--- config.mk ---
export PLATFORM = sky130hd
export DESIGN_NAME = mesi_bus_controller
export DESIGN_NICKNAME = d
export VERILOG_FILES = /design/src/rtl/mesi_bus_controller.sv
export SDC_FILE = /design/constraint.sdc
export NUM_CORES = 1
export LEC_CHECK = 0
export ABC_AREA = 1
export BUFFER_PORTS_ARGS = -buffer_cell sky130_fd_sc_hd__buf_2
export CORE_ASPECT_RATIO = 2
export CORE_MARGIN = 5
export CORE_UTILIZATION = 40
export CTS_BUF_LIST = sky130_fd_sc_hd__clkbuf_16
export CTS_CLUSTER_SIZE = 14
export DETAILED_ROUTE_END_ITERATION = 8
export GPL_ROUTABILITY_DRIVEN = 0
export PLACE_DENSITY = 0.78
export SLEW_MARGIN = 30
export SYNTH_ARGS = -nofsm -noshare
export SYNTH_HDL_FRONTEND = slang
export SYNTH_SLANG_ARGS = --single-unit
--- constraint.sdc ---
create_clock -name CLK -period 1.5 [get_ports CLK]
set_input_delay 0.225 -clock CLK [delete_from_list [all_inputs] [get_ports CLK]]
set_output_delay 0.225 -clock CLK [all_outputs]
set_load 0.005 [all_outputs]
--- src/rtl/mesi_bus_controller.sv ---
// Shared-bus responder for per-line MESI caches: decodes one BUS request,
// broadcasts the snoop, collects listener replies and sequences memory.
module mesi_bus_controller #(
    parameter int N_CACHES   = 4,
    parameter int SNOOP_WAIT = 1,
    localparam int IDW = (N_CACHES > 1) ? $clog2(N_CACHES) : 1
) (
    input  logic                  CLK,
    input  logic                  CLR,
    input  logic                  req_valid,
    output logic                  req_ready,
    input  logic [5:0]            req_bus,
    input  logic [IDW-1:0]        req_id,
    output logic                  snoop_valid,
    output logic [4:0]            snoop_event,
    output logic [N_CACHES-1:0]   snoop_mask,
    input  logic [6*N_CACHES-1:0] snoop_resp,
    input  logic [N_CACHES-1:0]   snoop_shared,
    output logic                  mem_rd,
    output logic                  mem_wr,
    output logic [IDW-1:0]        mem_src_id,
    input  logic                  mem_ready,
    output logic                  done,
    output logic                  shared_out,
    output logic                  err
);

    localparam int CW = (SNOOP_WAIT > 1) ? $clog2(SNOOP_WAIT) : 1;

    typedef enum logic [2:0] {
        S_IDLE, S_OWNWB, S_SNOOP, S_COLLECT, S_SNPWB, S_MEMRD, S_DONE
    } state_t;

    typedef enum logic [2:0] {
        OP_RM, OP_WM, OP_INV, OP_WB, OP_WBRM
    } op_t;

    state_t         state_q, state_d;
    op_t            op_q, op_d;
    logic [IDW-1:0] id_q, id_d;
    logic [IDW-1:0] src_q, src_d;
    logic           sh_q, sh_d;
    logic           abort_q, abort_d;
    logic           rerr_q, rerr_d;
    logic           err_q, err_d;
    logic [CW-1:0]  cnt_q, cnt_d;

    op_t            dec_op;
    logic           dec_ok;
    logic           dec_bad;
    logic [N_CACHES-1:0] mask;
    logic           sh_in;
    logic           hit_any;
    logic [IDW-1:0] hit_idx;
    logic           bad_any;

    always_comb begin
        dec_op  = OP_RM;
        dec_ok  = 1'b0;
        dec_bad = 1'b0;
        unique case (req_bus[2:0])
            3'b000: ;
            3'b001: begin
                dec_ok = 1'b1;
                dec_op = OP_RM;
            end
            3'b010: begin
                dec_ok = 1'b1;
                dec_op = OP_WM;
            end
            3'b011: begin
                dec_ok = 1'b1;
                dec_op = (req_bus[5:3] == 3'b001) ? OP_WBRM : OP_WB;
            end
            3'b100: begin
                dec_ok = 1'b1;
                dec_op = (req_bus[5:3] == 3'b010) ? OP_WM : OP_INV;
            end
            default: dec_bad = 1'b1;
        endcase
    end

    always_comb begin
        mask       = '1;
        mask[id_q] = 1'b0;
    end

    // Lowest-indexed aborting listener wins the write-back slot.
    always_comb begin
        sh_in   = |(snoop_shared & mask);
        hit_any = 1'b0;
        hit_idx = '0;
        bad_any = 1'b0;
        for (int i = 0; i < N_CACHES; i++) begin
            if (mask[i]) begin
                if (snoop_resp[6*i +: 6] == 6'b010_001) begin
                    if (!hit_any) begin
                        hit_any = 1'b1;
                        hit_idx = IDW'(i);
                    end
                end else if (snoop_resp[6*i +: 6] != 6'b000_000) begin
                    bad_any = 1'b1;
                end
            end
        end
    end

    always_comb begin
        state_d = state_q;
        op_d    = op_q;
        id_d    = id_q;
        src_d   = src_q;
        sh_d    = sh_q;
        abort_d = abort_q;
        rerr_d  = rerr_q;
        err_d   = 1'b0;
        cnt_d   = cnt_q;
        unique case (state_q)
            S_IDLE: begin
                if (req_valid) begin
                    if (dec_bad) begin
                        err_d = 1'b1;
                    end else if (dec_ok) begin
                        op_d    = dec_op;
                        id_d    = req_id;
                        src_d   = req_id;
                        sh_d    = 1'b0;
                        abort_d = 1'b0;
                        rerr_d  = 1'b0;
                        cnt_d   = '0;
                        if (dec_op == OP_WB || dec_op == OP_WBRM)
                            state_d = S_OWNWB;
                        else
                            state_d = S_SNOOP;
                    end
                end
            end
            S_OWNWB: begin
                if (mem_ready) begin
                    if (op_q == OP_WB) begin
                        state_d = S_DONE;
                    end else begin
                        op_d    = OP_RM;
                        state_d = S_SNOOP;
                    end
                end
            end
            S_SNOOP: begin
                cnt_d   = '0;
                state_d = S_COLLECT;
            end
            S_COLLECT: begin
                sh_d  = sh_q | sh_in;
                cnt_d = cnt_q + CW'(1);
                if (hit_any && !abort_q) begin
                    abort_d = 1'b1;
                    src_d   = hit_idx;
                end
                if (bad_any && !rerr_q) begin
                    rerr_d = 1'b1;
                    err_d  = 1'b1;
                end
                if (cnt_q == CW'(SNOOP_WAIT - 1)) begin
                    if (abort_q || hit_any)
                        state_d = S_SNPWB;
                    else if (op_q == OP_INV)
                        state_d = S_DONE;
                    else
                        state_d = S_MEMRD;
                end
            end
            S_SNPWB: begin
                if (mem_ready)
                    state_d = (op_q == OP_WM) ? S_MEMRD : S_DONE;
            end
            S_MEMRD: begin
                if (mem_ready)
                    state_d = S_DONE;
            end
            S_DONE: state_d = S_IDLE;
            default: state_d = S_IDLE;
        endcase
    end

    always_ff @(posedge CLK) begin
        if (CLR) begin
            state_q <= S_IDLE;
            op_q    <= OP_RM;
            id_q    <= '0;
            src_q   <= '0;
            sh_q    <= 1'b0;
            abort_q <= 1'b0;
            rerr_q  <= 1'b0;
            err_q   <= 1'b0;
            cnt_q   <= '0;
        end else begin
            state_q <= state_d;
            op_q    <= op_d;
            id_q    <= id_d;
            src_q   <= src_d;
            sh_q    <= sh_d;
            abort_q <= abort_d;
            rerr_q  <= rerr_d;
            err_q   <= err_d;
            cnt_q   <= cnt_d;
        end
    end

    always_comb begin
        req_ready   = (state_q == S_IDLE) && !CLR;
        snoop_valid = (state_q == S_SNOOP);
        snoop_mask  = snoop_valid ? mask : '0;
        snoop_event = 5'b00000;
        if (snoop_valid) begin
            unique case (op_q)
                OP_WM:   snoop_event = 5'b00100;
                OP_INV:  snoop_event = 5'b10000;
                default: snoop_event = 5'b00001;
            endcase
        end
        mem_wr     = (state_q == S_OWNWB) || (state_q == S_SNPWB);
        mem_rd     = (state_q == S_MEMRD);
        mem_src_id = mem_wr ? src_q : '0;
        done       = (state_q == S_DONE);
        shared_out = done && (op_q == OP_RM) && (sh_q || abort_q);
        err        = err_q;
    end

endmodule

* Word level (Yosys, flattened, before mapping)
Index checks and enable logic that the tools add are counted.
Word-level totals: input port bits 40, logic and storage cells 155, flip-flop bits (word level) 15, output and inout bits 18
Operators by class: $lt $le $gt $ge 2, mux-type cells 76, reduce and logical (&&, ||, !) cells 33, bitwise logic cells 3, equal/unequal tests 31, add/subtract/negate cells 1
Operators with widths (number):
- $mux 3 | 14
- $mux 1 | 33
- $mux 2 | 16
- $eq 3x2->1 const B | 8
- $eq 6x5->1 const B | 4
- $reduce_bool 6->1 | 4
- $ne 2x2->1 const B | 9
- $pmux 3 s6 | 1
- $eq 3x3->1 const B | 5
- $eq 3x1->1 const B | 4
- $reduce_and 4->1 | 3
- $pmux 5 s2 | 1
- $reduce_and 5->1 | 2
- $logic_not 3->1 | 3
- $pmux 3 s3 | 1
- $pmux 1 s2 | 4
- $reduce_or 4->1 | 2
- $reduce_and 7->1 | 1
- $logic_and 1x1->1 | 6
- $pmux 3 s2 | 1
- $reduce_and 6->1 | 1
- $mux 5 | 1
- $reduce_or 5->1 | 1
- $and 4x4->4 | 1
- other kinds (14) | 20

* Depth between registers and ports, before layout
depth after elaboration 18, depth in mapped cells 10, depth with buffers taken out 10

* Least setup slack after synthesis
No wires, ideal clock.
kind reg2reg, from register state_q[0], to register src_q[1], cell stages (with the launch flop) 9, library setup time 115 ps, path slack 215 ps, buffers on the path 1, arrival 1170 ps, clock period less this slack 1285 ps, data required time 1385 ps, path through dfxtp_1 buf_4 nand2_2 nor2_4 nor2_4 a21oi_4 nand3_4 a21oi_1 nor2_1
On the way: longest elaborated chain between the ends 3, elaborated cells between the ends (all ways) 9, classes of those cells eq/ne (5); mux (1); reduce/logical (3)
Ends and longest elaborated chain:
- start: declaration | line 38 | state_t state_q, state_d;
- start signal: assignment | line 197 | state_q <= state_d;
- $eq 3x2->1 / $logic_not 3->1 (equally long branches) | line 118 | unique case (state_q)
- $ne 2x2->1 (no source line) / $reduce_bool 2->1 (equally long branches)
- $reduce_and 5->1 (no source line)
- end signal: assignment | line 200 | src_q <= src_d;
- end: declaration | line 41 | logic [IDW-1:0] src_q, src_d;
Parallel ways exist; a longest one is shown, timed or not. A chain may end at the register's enable or synchronous reset.

* Final worst setup path
from register state_q[0], to output port snoop_mask[3]
On the way: longest elaborated chain between the ends 2
Ends and longest elaborated chain:
- $eq 3x2->1 | line 211 | snoop_valid = (state_q == S_SNOOP);
- $mux 4 | line 212 | snoop_mask = snoop_valid ? mask : '0;
- end: declaration | line 16 | output logic [N_CACHES-1:0] snoop_mask,
Every way passes these cells.

==> metrics.md <==
| Metric | Value |
|---|---|
| Core box area | `3160 um2` |
| Max Fclk | `688 MHz` |
| Cell family with most CP delay | `flip-flops` |
| Critical Path, Cell by Cell | `buf_4, nor2_4, nand2_2, nor2_1, buf_2` |
| EDFF count, synth | `0` |
| Peak supply drop | `952 uV` |
| Clock network power share | `26.7%` |
| Int Pwr | `1.17 mW` |
| Met2 Usage GRT | `36.1%` |
| Sequential standard cell area | `314 um2` |
| Asr flop ratio synth | `0%` |
| Switching Fraction | `39.2%` |
| Status | `finished clean` |
| Critical Path AT | `1230 ps` |
| WL per Instance | `12.7 um` |
| Vias | `1699` |
| Share of layout cells above drive strength 1 | `37.5%` |
| Die Y | `91.0 um` |
| Initial core utilization | `41.5%` |
| Antenna Nets Post-Route | `0` |
| Die X | `50.5 um` |
| Final setup viols | `0` |
| Flop pwr share | `28.5%` |
| Final period utilization | `96.9%` |
| Placed insts | `318` |
| CP startpoint kind | `flip-flop` |
| Gate power share | `44.8%` |
| Tot GR Track Use | `18.2%` |
| Syn-to-layout area delta | `43.2%` |
| Drt first pass iters | `4` |
| Design Area, Final | `1880 um2` |
| CP max stage delay | `370 ps` |
| Routed WL | `4200 um` |
| Largest net degree at the start of global routing | `10` |
| Max Slew Vio Count | `0` |
| Vias per Instance | `5.15` |
| Post-synthesis cell type count | `24` |
| Final Hold Fails | `0` |
| Clk_skew | `3.85 ps` |
| Die ar. | `4590 um2` |
| H-tree levels | `1` |
| GR Util met3 | `1.48%` |
| Final Critical Period | `1450 ps` |
| Ys flop type | `dfxtp_1` |
| Nature of the critical path endpoint | `output pin` |
| Antenna violations before repair | `0` |
| Residual DRC | `0` |
| Post-synthesis compound-gate area fraction | `15.3%` |
| I/O Buffers | `55` |
| Met1 Resource Use GR | `16.2%` |
| Clock Tree Buf Depth | `2` |
| Simple-gate share of the synthesized area | `48.7%` |
| CTS tree | `yes` |
| Row count | `29` |
| Multi-input gate area | `921 um2` |
| Max cap viols | `0` |
| Yosys warns | `0` |
| WP buf/inv | `2` |
| RSZ-0062 raised after global routing | `true` |
| Post-Syn Instances | `229` |
| Final Instance Count excl. Fillers | `330` |
| Hold Crit Class | `input pin to flip-flop` |
| Clock latency reported for the late side of the worst-skew pair | `250 ps` |
| Slowest cell on the critical path | `dfxtp_4` |
| Seq/Total Area, Yosys | `22.9%` |
| Leakage | `1.01 nW` |
| Synth top area cells | `dfxtp_1, nor2_1, nand2_1, inv_1, nand3_1` |
| Syn_area_per_cell | `5.73 um2` |
| Final cell utilization of the core | `59.5%` |
| PwrDens | `1030 nW/um2` |
| #FFs+latches synth | `15` |
| Required @ worst endpoint | `1270 ps` |
| Fillers | `322` |
| Vias in the first global route | `1629` |
| Sink Count | `15` |
| # IOs | `58` |
| First-iteration detailed-routing DRC count | `30` |
| Dpl hpwl | `3420 um` |
| Diodes inserted | `0` |
| Grt total ovfl | `0` |
| Global-route wire length before repair | `6680 um` |
| Synth Cell Area | `1310 um2` |
| Largest family of logic cells by synthesized area | `simple AND/OR/NAND/NOR gates` |
| Post-synthesis adder-cell area fraction | `0%` |
| Most Used Layer, Global Route | `met2` |
| CTS Buf Count | `3` |
| CTS Hold Bufs | `0` |
| Root buffer cell | `clkbuf_16` |
| Share of the synthesized area in the top cell type | `22.9%` |
| Final net count | `340` |
| Worst-path clk slew | `50 ps` |
| DP Area | `1640 um2` |
| Xor/xnor cell area share of the yosys netlist | `0%` |
| Mux contribution to synthesized area | `0%` |
| Psw | `0.755 mW` |
| Synth area leader | `dfxtp_1` |
| Crit path kind | `flip-flop to output pin` |
| Peak fanout along the critical path | `5` |
## layout make-up
class | count | area share (%)
multi-input cells | 174 | 49.0
repair buffers | 67 | 19.7
flip-flops and latches | 15 | 16.7
inverters | 39 | 8.33
clock buffers | 3 | 4.00
well taps | 31 | 2.07
clock inverters | 1 | 0.200
## through the flow
| stage | power (mW) | worst slack (ps) | hold slack (ps) | TNS (ps) |
|---|---|---|---|---|
| after floorplan | 1.03 | 215 | 294 | 0 |
| after global placement | 1.26 | 102 | 447 | 0 |
| after detailed placement | 1.27 | 85.6 | 451 | 0 |
| after CTS | 1.82 | 2.48 | 202 | 0 |
| after global routing | 2.05 | -16.0 | 211 | -33.3 |
| final | 1.93 | 46.7 | 207 | 0 |
## sequential cells by signal, indices dropped and copies added, names as in the netlist
signal	cells
rerr_q	1
src_q	2
cnt_q	1
state_q	3
op_q	3
err	1
sh_q	1
id_q	2
abort_q	1
## synth_stat cells (3+ instances only)
| library cell | n |
|---|---|
| a21oi_1 | 18 |
| nor3_1 | 4 |
| dfxtp_1 | 15 |
| buf_4 | 3 |
| nand4_1 | 5 |
| nor2_1 | 50 |
| nand2_2 | 3 |
| nor2_2 | 4 |
| inv_2 | 4 |
| o21ai_0 | 12 |
| inv_1 | 35 |
| nand2_1 | 39 |
| nand3_1 | 24 |
## worst register-to-register path, cell delays in order, from the launching register on
cell and delay (ps):
dfxtp_4 410, inv_4 70, nand2_4 90, nor2_8 60, buf_4 140, a21oi_4 200, nand3_4 120, a21oi_1 140
nor2_1 60
## what timing repair did
action                                  4_1_cts  5_1_grt
gates cloned                                  1        0
resized for setup                            12       25
endpoints found under the setup margin       13       18
pin swaps                                     1        6
setup buffers                                 1        6
## routing by layer
layer  part of all wire [%]  vias up  wire (um)
met5                      0        -          0
met1                     32      759       1340
met2                     59       61       2480
met4                    3.7        0        157
met3                    5.3       14        224
li1                       -      865          -
## logic make-up after synthesis
group | Yosys count
simple gates | 136
compound gates | 35
other cells | 1
flops | 15
buf+inv | 42
## path summary, 6_finish.rpt
kind	endpoint	startpoint	cells past startpoint	slack (ps)
worst max register to register	src_q[1]	state_q[1]	8	100
worst max-delay path	snoop_mask[3]	state_q[0]	5	50
worst min register to register	cnt_q	cnt_q	2	470
worst min-delay path	state_q[1]	CLR	2	210
## power by group through the flow
stage | logic (mW) | clock network (mW) | registers, mW
global route | 0.965 | 0.532 | 0.557
detailed placement | 0.736 | 0 | 0.533
global placement | 0.727 | 0 | 0.531
finish | 0.864 | 0.514 | 0.549
CTS | 0.773 | 0.520 | 0.530
floorplan | 0.515 | 0 | 0.511
## layout by cell type (no fill, tap or decap), types with 4 or more instances in the layout
cell type	Yosys	layout
a21oi_1	18	17
buf_2	0	55
buf_4	3	11
dfxtp_1	15	10
inv_1	35	32
inv_2	4	5
nand2_1	39	36
nand2_2	3	5
nand3_1	24	22
nand4_1	5	5
nor2_1	50	43
nor2_2	4	7
nor2_4	2	6
nor3_1	4	4
o21ai_0	12	12
(Power assumes the default switching activity.)
